**src/rtl/mmu_feeder.sv**
```systemverilog
// mmu_feeder: stages one tile for a SIZE x SIZE weight-stationary systolic array.
// Per tile: SIZE weight words are collected over a valid/ready handshake and
// replayed as a gap-free preload burst (control/wt_arr). After SETTLE idle cycles,
// num_vec activation vectors are streamed in. A zero-filled drain period then
// flushes the array, and done pulses.
// Optional feature macro MMU_FEEDER_SKEW_EN: lane k of each activation beat is
// delayed by k extra cycles (diagonal skew) and the drain lasts 2*SIZE-1 cycles.
// When the macro is undefined, all lanes leave together and the drain lasts SIZE cycles.
module mmu_feeder #(
  parameter int SIZE      = 4,
  parameter int BIT_WIDTH = 8,
  parameter int ARR_WIDTH = SIZE * BIT_WIDTH,
  parameter int SETTLE    = 8
) (
  input  logic                 clk,
  input  logic                 rst,
  input  logic                 start,
  input  logic [7:0]           num_vec,
  input  logic                 wt_valid,
  output logic                 wt_ready,
  input  logic [ARR_WIDTH-1:0] wt_in,
  input  logic                 act_valid,
  output logic                 act_ready,
  input  logic [ARR_WIDTH-1:0] act_in,
  output logic                 control,
  output logic [ARR_WIDTH-1:0] wt_arr,
  output logic [ARR_WIDTH-1:0] data_arr,
  output logic                 busy,
  output logic                 done
);

  localparam int CNT_W = 16;
  localparam int IDX_W = (SIZE > 1) ? $clog2(SIZE) : 1;
`ifdef MMU_FEEDER_SKEW_EN
  localparam int DRAIN_LEN = 2 * SIZE - 1;
`else
  localparam int DRAIN_LEN = SIZE;
`endif

  localparam logic [2:0] IDLE     = 3'd0;
  localparam logic [2:0] LOAD_W   = 3'd1;
  localparam logic [2:0] EMIT_W   = 3'd2;
  localparam logic [2:0] SETTLE_S = 3'd3;
  localparam logic [2:0] STREAM   = 3'd4;
  localparam logic [2:0] DRAIN    = 3'd5;

  localparam logic [CNT_W-1:0] LAST_W = CNT_W'(SIZE - 1);
  localparam logic [CNT_W-1:0] LAST_S = CNT_W'(SETTLE - 1);
  localparam logic [CNT_W-1:0] LAST_D = CNT_W'(DRAIN_LEN - 1);

  logic [2:0]           state;
  logic [CNT_W-1:0]     cnt;
  logic [CNT_W-1:0]     cnt_inc;
  logic [CNT_W-1:0]     nv_last;
  logic [IDX_W-1:0]     idx;
  logic [IDX_W-1:0]     idx_inc;
  logic [7:0]           nv;
  logic [ARR_WIDTH-1:0] wbuf [SIZE];

  // One shared counter serves every phase; it is cleared on each state change.
  assign cnt_inc = cnt + CNT_W'(1);
  assign idx     = cnt[IDX_W-1:0];
  assign idx_inc = cnt_inc[IDX_W-1:0];
  assign nv_last = CNT_W'(nv) - CNT_W'(1);

  // Tile sequencer; every output is registered from the transition taken this cycle.
  always_ff @(posedge clk) begin
    if (rst) begin
      state     <= IDLE;
      cnt       <= '0;
      nv        <= '0;
      wt_ready  <= 1'b0;
      act_ready <= 1'b0;
      control   <= 1'b0;
      wt_arr    <= '0;
      busy      <= 1'b0;
      done      <= 1'b0;
      for (int i = 0; i < SIZE; i++) wbuf[i] <= '0;
    end else begin
      control <= 1'b0;
      wt_arr  <= '0;
      done    <= 1'b0;
      case (state)
        IDLE: begin
          if (start) begin
            state    <= LOAD_W;
            cnt      <= '0;
            nv       <= num_vec;
            wt_ready <= 1'b1;
            busy     <= 1'b1;
          end
        end
        LOAD_W: begin
          if (wt_valid && wt_ready) begin
            wbuf[idx] <= wt_in;
            if (cnt == LAST_W) begin
              // Start the preload burst on the very next cycle; slot 0 is the
              // incoming word itself only when SIZE is 1.
              state    <= EMIT_W;
              cnt      <= '0;
              wt_ready <= 1'b0;
              control  <= 1'b1;
              wt_arr   <= (cnt == '0) ? wt_in : wbuf[0];
            end else begin
              cnt <= cnt_inc;
            end
          end
        end
        EMIT_W: begin
          if (cnt == LAST_W) begin
            state <= SETTLE_S;
            cnt   <= '0;
          end else begin
            cnt     <= cnt_inc;
            control <= 1'b1;
            wt_arr  <= wbuf[idx_inc];
          end
        end
        SETTLE_S: begin
          if (cnt == LAST_S) begin
            cnt <= '0;
            if (nv == 8'd0) begin
              state <= DRAIN;
            end else begin
              state     <= STREAM;
              act_ready <= 1'b1;
            end
          end else begin
            cnt <= cnt_inc;
          end
        end
        STREAM: begin
          if (act_valid && act_ready) begin
            if (cnt == nv_last) begin
              state     <= DRAIN;
              cnt       <= '0;
              act_ready <= 1'b0;
            end else begin
              cnt <= cnt_inc;
            end
          end
        end
        DRAIN: begin
          if (cnt == LAST_D) begin
            state <= IDLE;
            cnt   <= '0;
            busy  <= 1'b0;
            done  <= 1'b1;
          end else begin
            cnt <= cnt_inc;
          end
        end
        default: begin
          state     <= IDLE;
          cnt       <= '0;
          wt_ready  <= 1'b0;
          act_ready <= 1'b0;
          busy      <= 1'b0;
        end
      endcase
    end
  end

  logic                 vld_p0;
  logic [ARR_WIDTH-1:0] act_p0;

  // Stage p0: capture accepted activation beats; non-accept cycles feed zeros.
  always_ff @(posedge clk) begin
    if (rst) begin
      vld_p0 <= 1'b0;
      act_p0 <= '0;
    end else begin
      vld_p0 <= act_valid && act_ready;
      act_p0 <= act_in;
    end
  end

  for (genvar k = 0; k < SIZE; k++) begin : g_lane
    logic [BIT_WIDTH-1:0] lane_p0;
    logic [BIT_WIDTH-1:0] lane_q;

    assign lane_p0 = vld_p0 ? act_p0[k*BIT_WIDTH +: BIT_WIDTH] : '0;
    assign data_arr[k*BIT_WIDTH +: BIT_WIDTH] = lane_q;

`ifdef MMU_FEEDER_SKEW_EN
    if (k == 0) begin : g_direct
      // Stage p1: lane 0 has no skew delay.
      always_ff @(posedge clk) begin
        if (rst) lane_q <= '0;
        else     lane_q <= lane_p0;
      end
    end else begin : g_skew
      logic [BIT_WIDTH-1:0] dly_p1 [k];

      // Stages p1..pk: lane k passes through k extra registers before the output.
      always_ff @(posedge clk) begin
        if (rst) begin
          for (int i = 0; i < k; i++) dly_p1[i] <= '0;
          lane_q <= '0;
        end else begin
          dly_p1[0] <= lane_p0;
          for (int i = 1; i < k; i++) dly_p1[i] <= dly_p1[i-1];
          lane_q <= dly_p1[k-1];
        end
      end
    end
`else
    // Stage p1: all lanes leave together one cycle after acceptance.
    always_ff @(posedge clk) begin
      if (rst) lane_q <= '0;
      else     lane_q <= lane_p0;
    end
`endif
  end

endmodule

```
**config.mk**
```make
export PLATFORM = sky130hd
export DESIGN_NAME = mmu_feeder
export DESIGN_NICKNAME = d
export VERILOG_FILES = /design/src/rtl/mmu_feeder.sv
export SDC_FILE = /design/constraint.sdc
export NUM_CORES = 1
export LEC_CHECK = 0
export CAP_MARGIN = 20
export CORE_ASPECT_RATIO = 1.75
export CORE_MARGIN = 2
export CORE_UTILIZATION = 38
export DETAILED_ROUTE_END_ITERATION = 10
export PLACE_DENSITY = 0.68
export SLEW_MARGIN = 25
export SYNTH_ARGS = -nofsm -noshare
export SYNTH_HDL_FRONTEND = slang
export SYNTH_SLANG_ARGS = --single-unit
export TNS_END_PERCENT = 1
```
**constraint.sdc**
```tcl
create_clock -name clk -period 3.2 [get_ports clk]
set_input_delay 0.64 -clock clk [delete_from_list [all_inputs] [get_ports clk]]
set_output_delay 0.64 -clock clk [all_outputs]
set_load 0.05 [all_outputs]
```
==> impl_metrics.ini <==
[sta]
setup_ws_ns = 0.312
period_minus_slack_ns = 2.89
fin_worst_skew_ns = 0.00855
setup_violations = 0
relSlewSlack_pct = 32.7
slew_viol_final = 0
period_share_pct = 90.2
rsz0062_at_grt = false
setup_tns_ns = 0
tightest_slew_ns = 1.01
fmax_mhz = 346
hold_viol_final = 0

[clocking]
h-tree-depth = 1
cts.sinks = 257
cts_tree = yes
clk_latency_ns = 0.53
cts.path.max_buffers = 3
clk_pin_slew_worst_paths_ns = 0.07
root_buffer = clkbuf_16
numCtsBuffers = 23
cts_resized = 0
hold_buffers = 0

[global_routing]
grt_use_total_pct = 17.3
antenna_found_initial = 0
grt_pass1_vias = 7106
grt_first_pass_wirelength_um = 39000
overflow = 0
grt_start_max_net_pins = 40

[yosys]
synth_edf_count = 128
postSynthCellCount = 852
synth_area_leaders = edfxtp_1 (36%), dfxtp_1 (24%), and2_1 (9.4%)
syn_area_sq_um = 10700
ys_ff_latch = 257
yosysTopAreaCellShare_pct = 36.0
netlist.top_cell.by_area = edfxtp_1
synth_nets = 932
async_flop_share_pct = 0
synth.distinct_cells = 61
synth_area_per_cell_sq_um = 12.5
yosys_warnings = 0
ys_seq_area_share_pct = 60.2
synthFlopType = dfxtp_1

[power_and_ir_drop]
clock_power_share_pct = 31.2
cellPowerDensity_nw_per_um2 = 643
share_seq_of_total_power_pct = 43.3
intPower_uw = 6080
combPwrFrac_pct = 25.5
ir_drop_uv = 539
swShare_pct = 29.2
p_leak_uw = 0.00481
p_switching_uw = 2510

[cells_and_area]
drive_gt1_share_pct = 14.2
area_growth_pct = 25.2
num_antenna_cells = 0
fillCellCount = 2504
regArea_sq_um = 6430
nets = 1075
multi_input_area_sq_um = 4010

[place]
place_ws_ns = 0.219
hpwl_um = 16100
place.port_buffers = 145
gp_congestion = 0.908

[worst_setup_path]
worstSetupEndpointType = flop
cp-start-kind = flop
cpPeakStageDelay_ns = 0.56
arrival_ns = 3.28
critical_path.slowest_cell = or4b_4
critical_path_class = reg2reg
crit_chain = or4_4, or4b_4, mux2i_1, nor4_1, nand2_1, a221oi_2, o31ai_2
cp_max_fo = 7
cp.required_ns = 3.59
cp_top_family = simple AND/OR/NAND/NOR gates
crit_buf_inv = 0

[floorplanning]
rows = 81
ios = 146
die_h_um = 226
core-area_sq_um = 27800
initial_core_util_pct = 38.4
dieArea_sq_um = 29500
die_x_um = 131

[drt]
drcViolationCount = 0
drt_iter0_markers = 458
dr.pass1.iters = 4
final_antenna_net_count = 0
wl_per_cell_um = 18.1
drt_wl_total_um = 25000
num_vias = 6808
drt-vias-per-instance = 4.92

[outcome]
status = complete, no violations

[hold_path]
hold_class = reg2reg

[flow_run]
maxCapViolCount = 0
[registers in the layout (all words and copies together) (netlist names)]
signal / count
vld_p0: 1
state: 3
g_lane.lane_q: 32
control: 1
cnt: 16
wt_arr: 32
nv: 8
busy: 1
wt_ready: 1
act_p0: 32
done: 1
act_ready: 1
wbuf: 128
[metrics by stage]
stage          instance area, sq um  utilization, %  power, uW  std cells  hold WS, ns
4_1_cts                       13300            48.0       8660       1382        0.426
2_1_floorplan                 10700               -       5360        852        0.406
3_5_place_dp                  12600            45.4       5970       1342        0.411
5_1_grt                       13400            48.1       8980       1383        0.440
3_3_place_gp                  12600            45.4       5950       1342        0.407
6_report                      13400            48.1       8600       1383        0.424
[kinds of logic (layout without fill, tap and decap cells)]
logic type / after synthesis / count (layout) / share of synthesized area (%)
buffers and inverters: 65 / 223 / 2.53
XOR/XNOR: 26 / 26 / 2.13
flip-flops: 257 / 257 / 60.2
multiplexers: 65 / 65 / 10.2
AO/OA/AOI/OAI: 74 / 74 / 5.18
adder cells (fa/ha/maj): 3 / 3 / 0.352
AND/OR/NAND/NOR: 362 / 362 / 19.3
[power by group through the flow]
stage                     logic (uW)  clock network (uW)  registers, uW
final                           2190                2680           3720
after global routing            2380                2870           3740
after CTS                       2200                2750           3720
after detailed placement        2180                   0           3790
after global placement          2170                   0           3780
after floorplan                 1560                   0           3800
[cell type report]
cell class                      instances  area share (%)
Tap cell                              373            3.49
Timing Repair Buffer                  173            12.7
Clock inverter                          9           0.393
Inverter                               10           0.300
Multi-Input combinational cell        530            30.0
Clock buffer                           31            5.02
Sequential cell                       257            48.1
[worst register-to-register path: stages, from the launching register on]
cell      delay (ns)
dfxtp_1         0.36
or4_4           0.55
or4b_4          0.56
mux2i_1         0.15
nor4_1          0.48
nand2_1         0.19
a221oi_2        0.35
o31ai_2         0.10
[cells in the final DEF (no fill, tap or decap), types with 9 or more instances in the layout]
master	n
edfxtp_1	128
nand2_1	40
nor2_1	55
mux2_1	30
mux4_2	32
nand3_1	9
buf_4	25
nor2_2	10
and2_1	160
dfxtp_1	128
xor2_1	19
clkdlybuf4s50_1	144
clkbuf_16	24
nor2b_1	34
a21oi_1	15
a22oi_1	32
[metal layers]
metal | GRT usage, % | vias to the layer above | part of all wire, %
li1 | - | 3278 | -
met2 | 31.3 | 193 | 53
met4 | 6.55 | 0 | 3.2
met3 | 2.77 | 46 | 5.6
met1 | 20.2 | 3291 | 38
met5 | 0 | - | 0
[worst paths after layout]
kind	from	end	slack [ns]	depth (start not counted)
max reg2reg	nv[2]	cnt[0]	0.31	7
min reg2reg	act_p0[8]	g_lane[1].lane_q[0]	0.42	1
max	nv[2]	cnt[0]	0.31	7
min	act_p0[8]	g_lane[1].lane_q[0]	0.42	1
[Yosys cell counts (3+ instances only)]
cell      instances
inv_1             8
nand2b_1          7
a22oi_1          32
nand3_1          10
xor2_1           19
nor2_1           56
or4_4             3
nor4_1            4
edfxtp_1        128
buf_2             4
nand4_1           8
nor3_1            9
clkbuf_1         44
dfxtp_1         129
o21ai_0           4
a21oi_1          15
and2_1          161
nor2_2           10
or2_2             3
nor2b_1          35
ha_1              3
mux4_2           32
xnor2_1           7
buf_1             5
nand2_1          40
mux2_1           30
[what timing repair did]
item	4_1_cts	5_1_grt
setup buffers	0	1
endpoints found under the setup margin	0	11
hold endpoints to repair	0	0
Power figures use the tool's default switching activity.
